===== src/rtl/vga_timing_gen_pkg.sv =====
// rtl/vga_timing_gen_pkg.sv - shared timing defaults, widths and pixel-path types for the VGA raster source
// Purpose: default 640x480@60 timing, counter/colour widths, the pixel-path stage record and
//          (with VGA_TEST_PATTERN_EN) the colour-bar lookup.
// Ports: none (package).
package vga_timing_gen_pkg;

  localparam int CNT_W   = 10;
  localparam int COLOR_W = 3;

  localparam int DEF_H_VISIBLE = 640;
  localparam int DEF_H_FRONT   = 16;
  localparam int DEF_H_SYNC    = 96;
  localparam int DEF_H_BACK    = 48;
  localparam int DEF_V_VISIBLE = 480;
  localparam int DEF_V_FRONT   = 10;
  localparam int DEF_V_SYNC    = 2;
  localparam int DEF_V_BACK    = 33;

  typedef struct packed {
    logic [COLOR_W-1:0] r;
    logic [COLOR_W-1:0] g;
    logic [COLOR_W-1:0] b;
  } rgb_t;

  // One slot of the sync/blank delay line. The bar index rides along so the
  // test pattern stays aligned with the renderers' colour path.
  typedef struct packed {
    logic       hs_n;
    logic       vs_n;
    logic       active;
`ifdef VGA_TEST_PATTERN_EN
    logic [2:0] bar;
`endif
  } stage_t;

  localparam stage_t STAGE_IDLE = '{hs_n: 1'b1, vs_n: 1'b1, default: '0};

`ifdef VGA_TEST_PATTERN_EN
  function automatic rgb_t bar_rgb(input logic [2:0] k);
    rgb_t c;
    c.r = k[2] ? 3'd7 : 3'd0;
    c.g = k[1] ? 3'd7 : 3'd0;
    c.b = k[0] ? 3'd7 : 3'd0;
    return c;
  endfunction
`endif

endpackage


===== src/rtl/vga_axis_counter.sv =====
// rtl/vga_axis_counter.sv - one raster axis: position counter with sync and visible decode
// Purpose: counts 0..TOTAL-1 on inc, flags the terminal count, decodes the sync pulse window
//          and the visible region from the current count.
// Ports:
//   clk, rst  clock, synchronous active-high reset
//   inc       advance the counter this clk
//   cnt       current position
//   wrap      cnt is at TOTAL-1 (next inc returns to 0)
//   sync_n    active-low sync for the current position
//   visible   current position lies in the visible region
module vga_axis_counter
  import vga_timing_gen_pkg::*;
#(
  parameter int VISIBLE = DEF_H_VISIBLE,
  parameter int FRONT   = DEF_H_FRONT,
  parameter int SYNC    = DEF_H_SYNC,
  parameter int BACK    = DEF_H_BACK
) (
  input  logic             clk,
  input  logic             rst,
  input  logic             inc,
  output logic [CNT_W-1:0] cnt,
  output logic             wrap,
  output logic             sync_n,
  output logic             visible
);

  localparam int TOTAL = VISIBLE + FRONT + SYNC + BACK;
  localparam logic [CNT_W-1:0] LAST       = CNT_W'(TOTAL - 1);
  localparam logic [CNT_W-1:0] VIS_END    = CNT_W'(VISIBLE);
  localparam logic [CNT_W-1:0] SYNC_START = CNT_W'(VISIBLE + FRONT);
  localparam logic [CNT_W-1:0] SYNC_END   = CNT_W'(VISIBLE + FRONT + SYNC);

  assign wrap    = (cnt == LAST);
  assign sync_n  = !((cnt >= SYNC_START) && (cnt < SYNC_END));
  assign visible = (cnt < VIS_END);

  always_ff @(posedge clk) begin
    if (rst) begin
      cnt <= '0;
    end else if (inc) begin
      cnt <= wrap ? '0 : cnt + 1'b1;
    end
  end

endmodule


===== src/rtl/vga_timing_gen.sv =====
// rtl/vga_timing_gen.sv - VGA raster counters, sync generation and blanked colour output register
// Purpose: pixel divider, h/v counters for the renderers, frame_start pulse, sync/blank delayed
//          by RENDER_LAT to match the renderers, then one output register onto the VGA pins.
//          Optional macro VGA_TEST_PATTERN_EN adds an 8-bar test pattern selected by test_mode.
// Ports:
//   clk, rst                      clock, synchronous active-high reset
//   h_counter, v_counter          undelayed raster position
//   pix_tick                      counters advance on this clk
//   frame_start                   1-clk pulse as the counters enter 0,0
//   color_r_in/g_in/b_in          renderer colour, RENDER_LAT clks behind the counters
//   test_mode                     test pattern select (only with VGA_TEST_PATTERN_EN)
//   vga_hs, vga_vs                active-low syncs, RENDER_LAT+1 clks behind the counters
//   vga_r, vga_g, vga_b           registered, blanked colour
module vga_timing_gen
  import vga_timing_gen_pkg::*;
#(
  parameter int H_VISIBLE  = DEF_H_VISIBLE,
  parameter int H_FRONT    = DEF_H_FRONT,
  parameter int H_SYNC     = DEF_H_SYNC,
  parameter int H_BACK     = DEF_H_BACK,
  parameter int V_VISIBLE  = DEF_V_VISIBLE,
  parameter int V_FRONT    = DEF_V_FRONT,
  parameter int V_SYNC     = DEF_V_SYNC,
  parameter int V_BACK     = DEF_V_BACK,
  parameter int PIX_DIV    = 1,
  parameter int RENDER_LAT = 1
) (
  input  logic               clk,
  input  logic               rst,
  output logic [CNT_W-1:0]   h_counter,
  output logic [CNT_W-1:0]   v_counter,
  output logic               pix_tick,
  output logic               frame_start,
  input  logic [COLOR_W-1:0] color_r_in,
  input  logic [COLOR_W-1:0] color_g_in,
  input  logic [COLOR_W-1:0] color_b_in,
  input  logic               test_mode,
  output logic               vga_hs,
  output logic               vga_vs,
  output logic [COLOR_W-1:0] vga_r,
  output logic [COLOR_W-1:0] vga_g,
  output logic [COLOR_W-1:0] vga_b
);

  localparam logic [1:0] DIV_LAST = 2'(PIX_DIV - 1);

  logic [1:0] div;
  logic       h_wrap, v_wrap;
  logic       h_sync_n, v_sync_n;
  logic       h_vis, v_vis;
  stage_t     cur, dly;
  rgb_t       src, out_rgb;

  // Pixel divider; with PIX_DIV=1 it never leaves 0 so pix_tick stays high.
  always_ff @(posedge clk) begin
    if (rst) begin
      div <= '0;
    end else begin
      div <= (div == DIV_LAST) ? 2'd0 : div + 2'd1;
    end
  end

  assign pix_tick = (div == 2'd0);

  vga_axis_counter #(
    .VISIBLE(H_VISIBLE), .FRONT(H_FRONT), .SYNC(H_SYNC), .BACK(H_BACK)
  ) u_h (
    .clk(clk), .rst(rst), .inc(pix_tick),
    .cnt(h_counter), .wrap(h_wrap), .sync_n(h_sync_n), .visible(h_vis)
  );

  vga_axis_counter #(
    .VISIBLE(V_VISIBLE), .FRONT(V_FRONT), .SYNC(V_SYNC), .BACK(V_BACK)
  ) u_v (
    .clk(clk), .rst(rst), .inc(pix_tick & h_wrap),
    .cnt(v_counter), .wrap(v_wrap), .sync_n(v_sync_n), .visible(v_vis)
  );

  // Registered so the pulse lands in the clk where the counters read 0,0.
  always_ff @(posedge clk) begin
    if (rst) begin
      frame_start <= 1'b0;
    end else begin
      frame_start <= pix_tick & h_wrap & v_wrap;
    end
  end

  always_comb begin
    cur        = STAGE_IDLE;
    cur.hs_n   = h_sync_n;
    cur.vs_n   = v_sync_n;
    cur.active = h_vis & v_vis;
`ifdef VGA_TEST_PATTERN_EN
    cur.bar    = 3'(({3'b000, h_counter} << 3) / 13'(H_VISIBLE));
`endif
  end

  // Delay line matching the renderers' colour latency; advances every clk.
  if (RENDER_LAT == 0) begin : g_no_delay
    assign dly = cur;
  end else begin : g_delay
    stage_t sh [RENDER_LAT];

    always_ff @(posedge clk) begin
      if (rst) begin
        for (int i = 0; i < RENDER_LAT; i++) sh[i] <= STAGE_IDLE;
      end else begin
        sh[0] <= cur;
        for (int i = 1; i < RENDER_LAT; i++) sh[i] <= sh[i-1];
      end
    end

    assign dly = sh[RENDER_LAT-1];
  end

`ifdef VGA_TEST_PATTERN_EN
  assign src = test_mode ? bar_rgb(dly.bar)
                         : '{r: color_r_in, g: color_g_in, b: color_b_in};
`else
  logic unused_test_mode;
  assign unused_test_mode = test_mode;
  assign src = '{r: color_r_in, g: color_g_in, b: color_b_in};
`endif

  always_ff @(posedge clk) begin
    if (rst) begin
      vga_hs  <= 1'b1;
      vga_vs  <= 1'b1;
      out_rgb <= '0;
    end else begin
      vga_hs  <= dly.hs_n;
      vga_vs  <= dly.vs_n;
      out_rgb <= dly.active ? src : '0;
    end
  end

  assign vga_r = out_rgb.r;
  assign vga_g = out_rgb.g;
  assign vga_b = out_rgb.b;

endmodule


===== config.mk =====
export PLATFORM = sky130hd
export DESIGN_NAME = vga_timing_gen
export DESIGN_NICKNAME = d
export VERILOG_FILES = /design/src/rtl/vga_timing_gen_pkg.sv /design/src/rtl/vga_axis_counter.sv /design/src/rtl/vga_timing_gen.sv
export SDC_FILE = /design/constraint.sdc
export NUM_CORES = 1
export LEC_CHECK = 0
export ABC_CLOCK_PERIOD_IN_PS = 2600
export BUFFER_PORTS_ARGS = -buffer_cell sky130_fd_sc_hd__buf_2
export CAP_MARGIN = 20
export CORE_AREA = 5 5 78 80
export CTS_BUF_LIST = sky130_fd_sc_hd__clkbuf_4 sky130_fd_sc_hd__clkbuf_8
export CTS_CLUSTER_DIAMETER = 60
export DETAILED_ROUTE_END_ITERATION = 8
export DIE_AREA = 0 0 83 85
export MAX_ROUTING_LAYER = met4
export PLACE_DENSITY = 0.54
export RECOVER_POWER = 100
export SLEW_MARGIN = 20
export SYNTH_ARGS = -nofsm -noshare
export SYNTH_HDL_FRONTEND = slang
export SYNTH_SLANG_ARGS = --single-unit

===== constraint.sdc =====
create_clock -name clk -period 2.6 [get_ports clk]
set_clock_uncertainty 0.1 [all_clocks]
set_input_delay 0.39 -clock clk [delete_from_list [all_inputs] [get_ports clk]]
set_output_delay 0.39 -clock clk [all_outputs]
set_load 0.05 [all_outputs]

Word level (Yosys, flattened, before mapping) --
Memory sizes are Yosys's and may differ from the RTL's. Cells that the tools add are included.
Cells by class: bitwise gates (word level) 4, reduce and logical (&&, ||, !) cells 8, equal/unequal tests 2, add/subtract/negate cells 3, magnitude comparators 6, multiplexer cells 7
Operators by type and width (count):
- 10-bit by 1-bit adder with 10-bit output (second input constant) | 2
- 10-bit == test (second input constant) | 2
- 10-bit < comparator (second input constant) | 2
- 10-bit by 9-bit < comparator with 1-bit output (second input constant) | 2
- 10-bit two-way mux | 2
- 10-bit greater-or-equal comparator (second input constant) | 1
- 10-bit by 9-bit greater-or-equal comparator with 1-bit output (second input constant) | 1
- 1-bit two-way mux | 4
- 2-bit OR reduction | 2
- 1-bit AND | 3
- 3-bit two-way mux | 1
- 3-bit OR reduction | 1
- 2-bit by 1-bit adder with 2-bit output (second input constant) | 1
- 1-bit logical AND | 2
- 1-bit logical NOT | 2
- 2-bit logical NOT | 1
- 1-bit NOT | 1
Word-level totals: memories 1, output and inout bits 33, bits of input ports 12, bits in writable memories 3, bits in registers 34, logic and storage cells 40
Memories:
- g_delay.sh | words 1, width 3, rd ports 1, clocked after Yosys merged registers in 0, wr ports 1, RTL line vga_timing_gen.sv:102 | stage_t sh [RENDER_LAT];

Longest topological paths before layout --
Gate-level depths: netlist (run 1).
depth after elaboration 4, mapped depth 8, gate-level depth less buffers 6

By module --
A second synthesis (run 1) with hierarchy kept.
Second synthesis, totals: cells, all modules 164, area, all modules 1595.3 µm²
By module, submodules not included:
- vga_axis_counter (u_h) | times used 1, sequential area each 200.2 µm², cells an instance 64, area each 544.3 µm²
- vga_axis_counter (u_v) | times used 1, sequential area each 200.2 µm², cells an instance 61, area each 529.3 µm²
- vga_timing_gen | times used 1, sequential area each 340.3 µm², cells an instance 39, area each 521.8 µm²

Worst setup path before layout (run 1) --
OpenSTA, ideal clock, no wires.
path type register -> register, start point reg u_h.cnt[4], end point reg u_v.cnt[6], data arrival time 2.396 ns, stages on the path, launching flop included 7, required time 2.432 ns, period minus slack after synthesis 2.564 ns, path slack 0.036 ns, buffers on the path 2, library setup time 0.068 ns, cell sequence dfxtp_1 -> or4b_1 -> clkbuf_2 -> or3_1 -> clkbuf_2 -> or4_4 -> a21oi_2
Between the ends: word-level cells in the longest chain between the ends 2
RTL lines:
- start, declared | RTL line vga_axis_counter.sv:22 | output logic [CNT_W-1:0] cnt,
- start signal, assigned | RTL line vga_axis_counter.sv:42 | cnt <= wrap ? '0 : cnt + 1'b1;
- 10-bit == test | RTL line vga_axis_counter.sv:34 | assign wrap = (cnt == LAST);
- 1-bit AND | RTL line vga_timing_gen.sv:75 | .clk(clk), .rst(rst), .inc(pix_tick & h_wrap),
- end signal, assigned | RTL line vga_axis_counter.sv:42
- end, declared | RTL line vga_axis_counter.sv:22
No other way between the ends. A chain may end at the register's enable or synchronous reset.

Final worst setup path (run 1) --
Ends and elaborated chain as after synthesis.

==> key figures, run 1 <==
Outcome
  • Status: finished clean

Floorplanning
  • Die ar.: 0.007055 mm^2
  • # IOs: 45
  • Site row count: 27
  • DIE WIDTH: between 80 and 90 um
  • Die Y: about 85 um
  • CORE AREA: 0.005338 mm^2
  • Initial core utilization: 28.36%

Pwr
  • Peak supply drop: 0.2916 mV
  • Leakage power: between 0.0006 and 0.0007 uW
  • Pwr dens: 612.2 mW/mm^2

Timing
  • RSZ-0062 raised after global routing: false
  • Endpoints failing hold: 0
  • Slew @ Worst Pin: 0.6503 ns
  • Final critical-path share of the clock period: 85.37%
  • Max Slew Vio Count: 0
  • Fmax: 450.5 MHz
  • Minimum setup slack in the final design: 0.3803 ns
  • Final TNS setup: 0 ns
  • Shortest period the worst path allows: 2.220 ns
  • Slew margin rel.: 56.65%
  • Hold_ws: just under 0.2 ns
  • # setup viols final: 0

Clock network
  • TritonCTS clock tree: done
  • Worst-skew pair later-pin latency: slightly below 0.3 ns
  • Root buffer cell: clkbuf_8
  • CTS resizes: 0
  • CTS max path bufs: 2
  • Num CTS Buffers: 5
  • Total setup buffers inserted after CTS: 0
  • Clk sink count: 37
  • Hold-fix buffers, CTS: 0
  • Clock transition at path regs: 0.08 ns
  • H-tree levels: 2

Run
  • Max-cap violations: 0

Global route
  • GR Util All Layers: about a tenth
  • Initial antenna violation count: 0
  • Largest net degree at the start of global routing: 15
  • Vias in the first global route: 1236
  • Remaining global-route overflow: 0
  • First-pass GRT wire length: 5.844 mm

Worst setup path
  • Crit end category: flip-flop
  • Delay-heaviest family, CP: simple AND/OR/NAND/NOR gates
  • Buf+Inv Stages, Crit Path: 0
  • Crit path DAT: 2.35 ns
  • Reg2Reg Setup Slack: 0.38 ns
  • Slowest cell delay on critical path: roughly 0.55 ns
  • Crit-path max FO: 8
  • Critical path, cell by cell: or4b_1 > or3_1 > or4_1 > a21oi_2
  • Crit Path Category: flip-flop to flip-flop
  • WP data required: roughly 2.7 ns
  • CP max stage cell: or4_1
  • Worst Setup Start Kind: flip-flop

Place
  • Buffers on Ports: 43
  • Post-place setup slack: 0.3900 ns
  • HPWL Detailed: 2.475 mm
  • GP Congestion: 0.7761

Route
  • Routed wire length: 3.323 mm
  • DRT Pass-1 Iters: 4
  • Iter 0 DRT Violations: 44
  • Vias: 1266
  • Wire per inst: between 10 and 15 um
  • Vias/cell: 4.427
  • Detail Route Antenna Nets: 0
  • DRC violations left: 0

Yosys
  • Prevailing post-synth register cell: dfxtp_1
  • Register area share after synthesis: 48.93%
  • Post-Syn Nets: 180
  • Synth Warn #: 0
  • FFs w/ async S/R, synth: 0%
  • Post-synth EDFFs: 0
  • Synth cell types: 36
  • Netlist Area Pre-Place: 0.001514 mm^2
  • Synth Area per Inst: 9.345 um^2
  • Syn Inst Count: roughly 160
  • Register bit total from synthesis: 37

Finish
  • Number of fill cells: 611
  • Most common cell after layout, fill and taps aside: clkbuf_1
  • Most frequent cells in the layout: clkbuf_1 (38), dfxtp_1 (37), nor2_1 (20)
  • Nets: about 230
  • Synthesis-to-finish area growth: 24.79%
  • Final Util: a little over a third
  • Share of layout cells above drive strength 1: 11.68%
  • ANT cells: 0

Worst hold path
  • Hold crit path type: input pin to flip-flop
## cell type report
cell class	instances	area (um^2)	area share, %
multi-input combinational	111	706.9	37.42
inverter	9	33.78	1.788
timing repair buffer	49	202.7	10.73
clock buffer	5	68.82	3.642
clock inverter	3	46.29	2.450
tap	72	90.09	4.768
sequential	37	740.7	39.21
## cell families (layout without fill, tap and decap cells)
| group | after synthesis | in the layout | synth area share (%) |
|---|---|---|---|
| AOI/OAI and AO/OA | 11 | 11 | 4.959 |
| DFF | 37 | 37 | 48.93 |
| xor gates and xnor gates | 14 | 14 | 8.099 |
| adders and majority gates | 6 | 6 | 4.959 |
| and+or+nand+nor | 79 | 79 | 28.26 |
| buffers and inverters | 14 | 66 | 4.132 |
| muxes | 1 | 1 | 0.6612 |
## registers in the layout, summed over array words and instances, names as in the netlist
register and cells:
u_h.cnt 10, u_v.cnt 10, g_delay.sh 3, vga_b 3
vga_g 3, vga_r 3, div 2, frame_start 1
vga_hs 1, vga_vs 1
## layer usage
layer / part of all wire (%) / up-vias / track usage, %
met5: 0 / - / -
met4: 1.9 / 0 / 4.903
met3: 7.0 / 5 / 4.660
met2: 42 / 36 / 15.09
met1: 49 / 568 / 12.78
li1: - / 657 / -
## path summary, 6_finish.rpt
kind,start,endpoint,cells after the start
worst min register to register,div[0],div[0],1
worst max-delay path,u_h.cnt[4],u_v.cnt[6],4
worst max register to register,u_h.cnt[4],u_v.cnt[6],4
worst min-delay path,color_g_in[0],vga_g[0],2
## where the power goes
part / total [uW] / switching, uW / internal [uW]
Clock: 500 / 213 / 287
Sequential: 584 / 6.98 / 577
Combinational: 73.2 / 54.6 / 18.6
## synthesized netlist by cell type (2+ instances only)
cell / number / area share, %
and2_1: 9 / 3.7
and4_1: 2 / 1.2
clkbuf_2: 2 / 0.66
nand2_1: 8 / 2.0
nor4_1: 4 / 1.7
nor3_1: 8 / 2.6
xor2_1: 5 / 2.9
nor2_1: 20 / 5.0
inv_1: 9 / 2.2
nand3_1: 10 / 3.3
dfxtp_1: 37 / 49
ha_1: 6 / 5.0
and3_2: 2 / 0.99
xnor2_1: 9 / 5.2
clkbuf_1: 2 / 0.50
nand4_1: 4 / 1.7
or2_2: 2 / 0.83
nor3b_1: 2 / 0.99
a21oi_1: 4 / 1.3
## metrics by stage
step	power (uW)	instances	instance area [um^2]
after detailed placement	675.6	278	1836
after global routing	1208	286	1889
after CTS	1185	286	1951
after global placement	674.9	278	1836
after floorplan	650.0	162	1514
final	1157	286	1889
## worst register-to-register path, cell delays in order, from the launching register on
cell and delay [ns]:
dfxtp_1 0.45, or4b_1 0.49, or3_1 0.44, or4_1 0.55, a21oi_2 0.14
Power figures use the tool's default switching activity.
==> run 2, diff against run 1 <==
Settings changed: CTS_CLUSTER_DIAMETER 60 to unset, GPL_TIMING_DRIVEN set to 0, TNS_END_PERCENT set to 100.
==> run 2 against run 1 <==
Hold slack gained 0.0050 ns. Utilization shrank 0.49 points. Critical path depth grew 2. Clock-buffer cell count is the same. Register-to-register slack lost 0.19 ns. First-iteration DRC count grew 25%. Clock power shrank 21%. Combinational power is essentially flat. Design area shrank 1.4%. Maximum frequency shrank 8.0%. Sequential share of layout area grew 0.55 points. Cell count shrank 0.35%.
==> key figures, run 2 (synthesis gave the netlist of run 1 again) <==
Timing
  • Slew margin rel.: 44.97% (-12 points)
  • Slew @ Worst Pin: 0.8179 ns (+0.1676 ns)
  • Endpoints failing hold: 0 (unchanged)
  • RSZ-0062 raised after global routing: false
  • Fmax: 414.4 MHz (-8.0%)
  • Max Slew Vio Count: 0 (unchanged)
  • Final critical-path share of the clock period: 92.81% (+7.4 points)
  • Shortest period the worst path allows: 2.413 ns (+0.1933 ns)
  • Final TNS setup: 0 ns (unchanged)
  • # setup viols final: 0 (unchanged)

Finish
  • Register area: 740.7 um^2 (unchanged)
  • Share of layout cells above drive strength 1: 12.68% (+0.99 points)
  • Most common cell after layout, fill and taps aside: dfxtp_1
  • Multi-input logic area: 710.7 um^2 (+0.53%)
  • ANT cells: 0 (unchanged)
  • Most frequent cells in the layout: dfxtp_1 (37), clkbuf_1 (36), nor2_1 (20)
  • Synthesis-to-finish area growth: 23.06%
  • Top flop regs: u_h.cnt (10), u_v.cnt (10)
  • Number of fill cells: 618 (+1.1%)
  • Nets: 230 (-0.43%)

Floorplanning
  • DIE WIDTH: 83 um (unchanged)
  • Die ar.: 0.007055 mm^2 (unchanged)
  • Initial core utilization: 28.36% (unchanged)
  • CORE AREA: 0.005338 mm^2 (unchanged)
  • # IOs: 45 (unchanged)
  • Site row count: 27 (unchanged)
  • Die Y: 85 um (unchanged)

Route
  • Detail Route Antenna Nets: 0 (unchanged)
  • DRT Pass-1 Iters: 4 (unchanged)
  • Vias/cell: 4.460 (+0.75%)
  • Vias: 1271 (+0.39%)
  • Wire per inst: 11.70 um (+0.68%)
  • Iter 0 DRT Violations: 55 (+25%)
  • Routed wire length: 3.334 mm (+0.33%)
  • DRC violations left: 0 (unchanged)

Outcome
  • Status: finished clean

Clock network
  • Num CTS Buffers: 5 (unchanged)
  • CTS resizes: 0 (unchanged)
  • Root buffer cell: clkbuf_8
  • Clock transition at path regs: 0.07 ns (about the same)
  • CTS max path bufs: 2 (unchanged)
  • Total setup buffers inserted after CTS: 0 (unchanged)
  • Worst-skew pair later-pin latency: 0.29 ns (about the same)
  • Hold-fix buffers, CTS: 0 (unchanged)
  • Clk sink count: 37 (unchanged)
  • TritonCTS clock tree: done
  • H-tree levels: 2 (unchanged)

Global route
  • Largest net degree at the start of global routing: 13 (-2)
  • Met1 Use GR: 13.06% (+0.29 points)
  • Met3 GRT Util: 3.883% (-0.78 points)
  • GRT Max-Usage Layer: met2
  • Vias in the first global route: 1163 (-5.9%)
  • Remaining global-route overflow: 0 (unchanged)
  • Initial antenna violation count: 0 (unchanged)
  • M2 GR Usage: 13.99% (-1.1 points)
  • First-pass GRT wire length: 5.664 mm (-3.1%)
  • GR Util All Layers: 10.14% (-0.44 points)

Worst setup path
  • Crit Path Category: flip-flop to flip-flop
  • Crit end category: flip-flop
  • Worst Setup Start Kind: flip-flop
  • WP data required: 2.72 ns (about the same)
  • Crit path DAT: 2.54 ns (+0.19 ns)
  • Crit-path max FO: 8 (unchanged)

Pwr
  • Leakage power: 0.0006520 uW (-1.3%)
  • Pwr dens: 564.3 mW/mm^2 (-7.8%)
  • Power consumption: 1051 uW (-9.1%)
  • Peak supply drop: 0.1876 mV (-36%)

Place
  • GP Congestion: 0.7393 (-4.7%)
  • HPWL Detailed: 2.470 mm (-0.18%)
  • Buffers on Ports: 43 (unchanged)

Worst hold path
  • Hold crit path type: input pin to flip-flop

Run
  • Max-cap violations: 0 (unchanged)
==> run 2: cell count changes in the layout (fill, tap and decap cells not counted), sizes merged <==
| cell | change |
|---|---|
| buf | -1 |
| bufinv | -1 |
| clkinv | +1 |
==> run 2: worst max-delay path: stages (launching register included) <==
cell,delay (ns)
dfxtp_1,0.46
or4b_1,0.47
clkbuf_2,0.17
or3_1,0.31
clkbuf_2,0.17
or4_1,0.53
a21oi_2,0.14
==> run 2: power breakdown <==
group	switching (uW)	internal [uW]
Sequential	6.88	577
Clock	210	185
Combinational	55.2	18.0
Total	272	780
==> run 2: final timing paths <==
path,startpoint,endpoint,slack (ns),depth (start not counted)
worst max-delay path,u_h.cnt[4],u_v.cnt[6],0.19,6
worst min-delay path,color_g_in[0],vga_g[0],0.20,2
worst max register to register,u_h.cnt[4],u_v.cnt[6],0.19,6
worst min register to register,g_delay.sh[0][2],vga_hs,0.31,1
==> run 2: cell type report <==
type | count | area share, %
multi-input combinational | 111 | 38.15
timing repair buffer | 43 | 9.268
clock inverter | 3 | 0.9402
tap | 72 | 4.835
inverter | 9 | 1.813
clock buffer | 5 | 3.694
sequential | 37 | 39.76
buffer | 5 | 1.545
==> run 2: metrics by stage <==
step	cell area (um^2)	utilization, %	cells	hold slack [ns]	setup slack [ns]
after floorplan	1514	-	162	0.2895	0.03614
after global placement	1819	34.08	277	0.2933	0.1804
after detailed placement	1819	34.08	277	0.2981	0.1914
after CTS	1906	35.70	285	0.1916	0.1800
after global routing	1863	34.90	285	0.1940	0.06131
final	1863	34.90	285	0.1987	0.1870
==> run 2: metal layers <==
layer | wire (um) | vias up | share of wire, %
met5 | 0 | - | 0
met2 | 1373 | 40 | 41
met1 | 1694 | 573 | 51
li1 | - | 653 | -
met4 | 48 | 0 | 1.4
met3 | 218 | 5 | 6.5
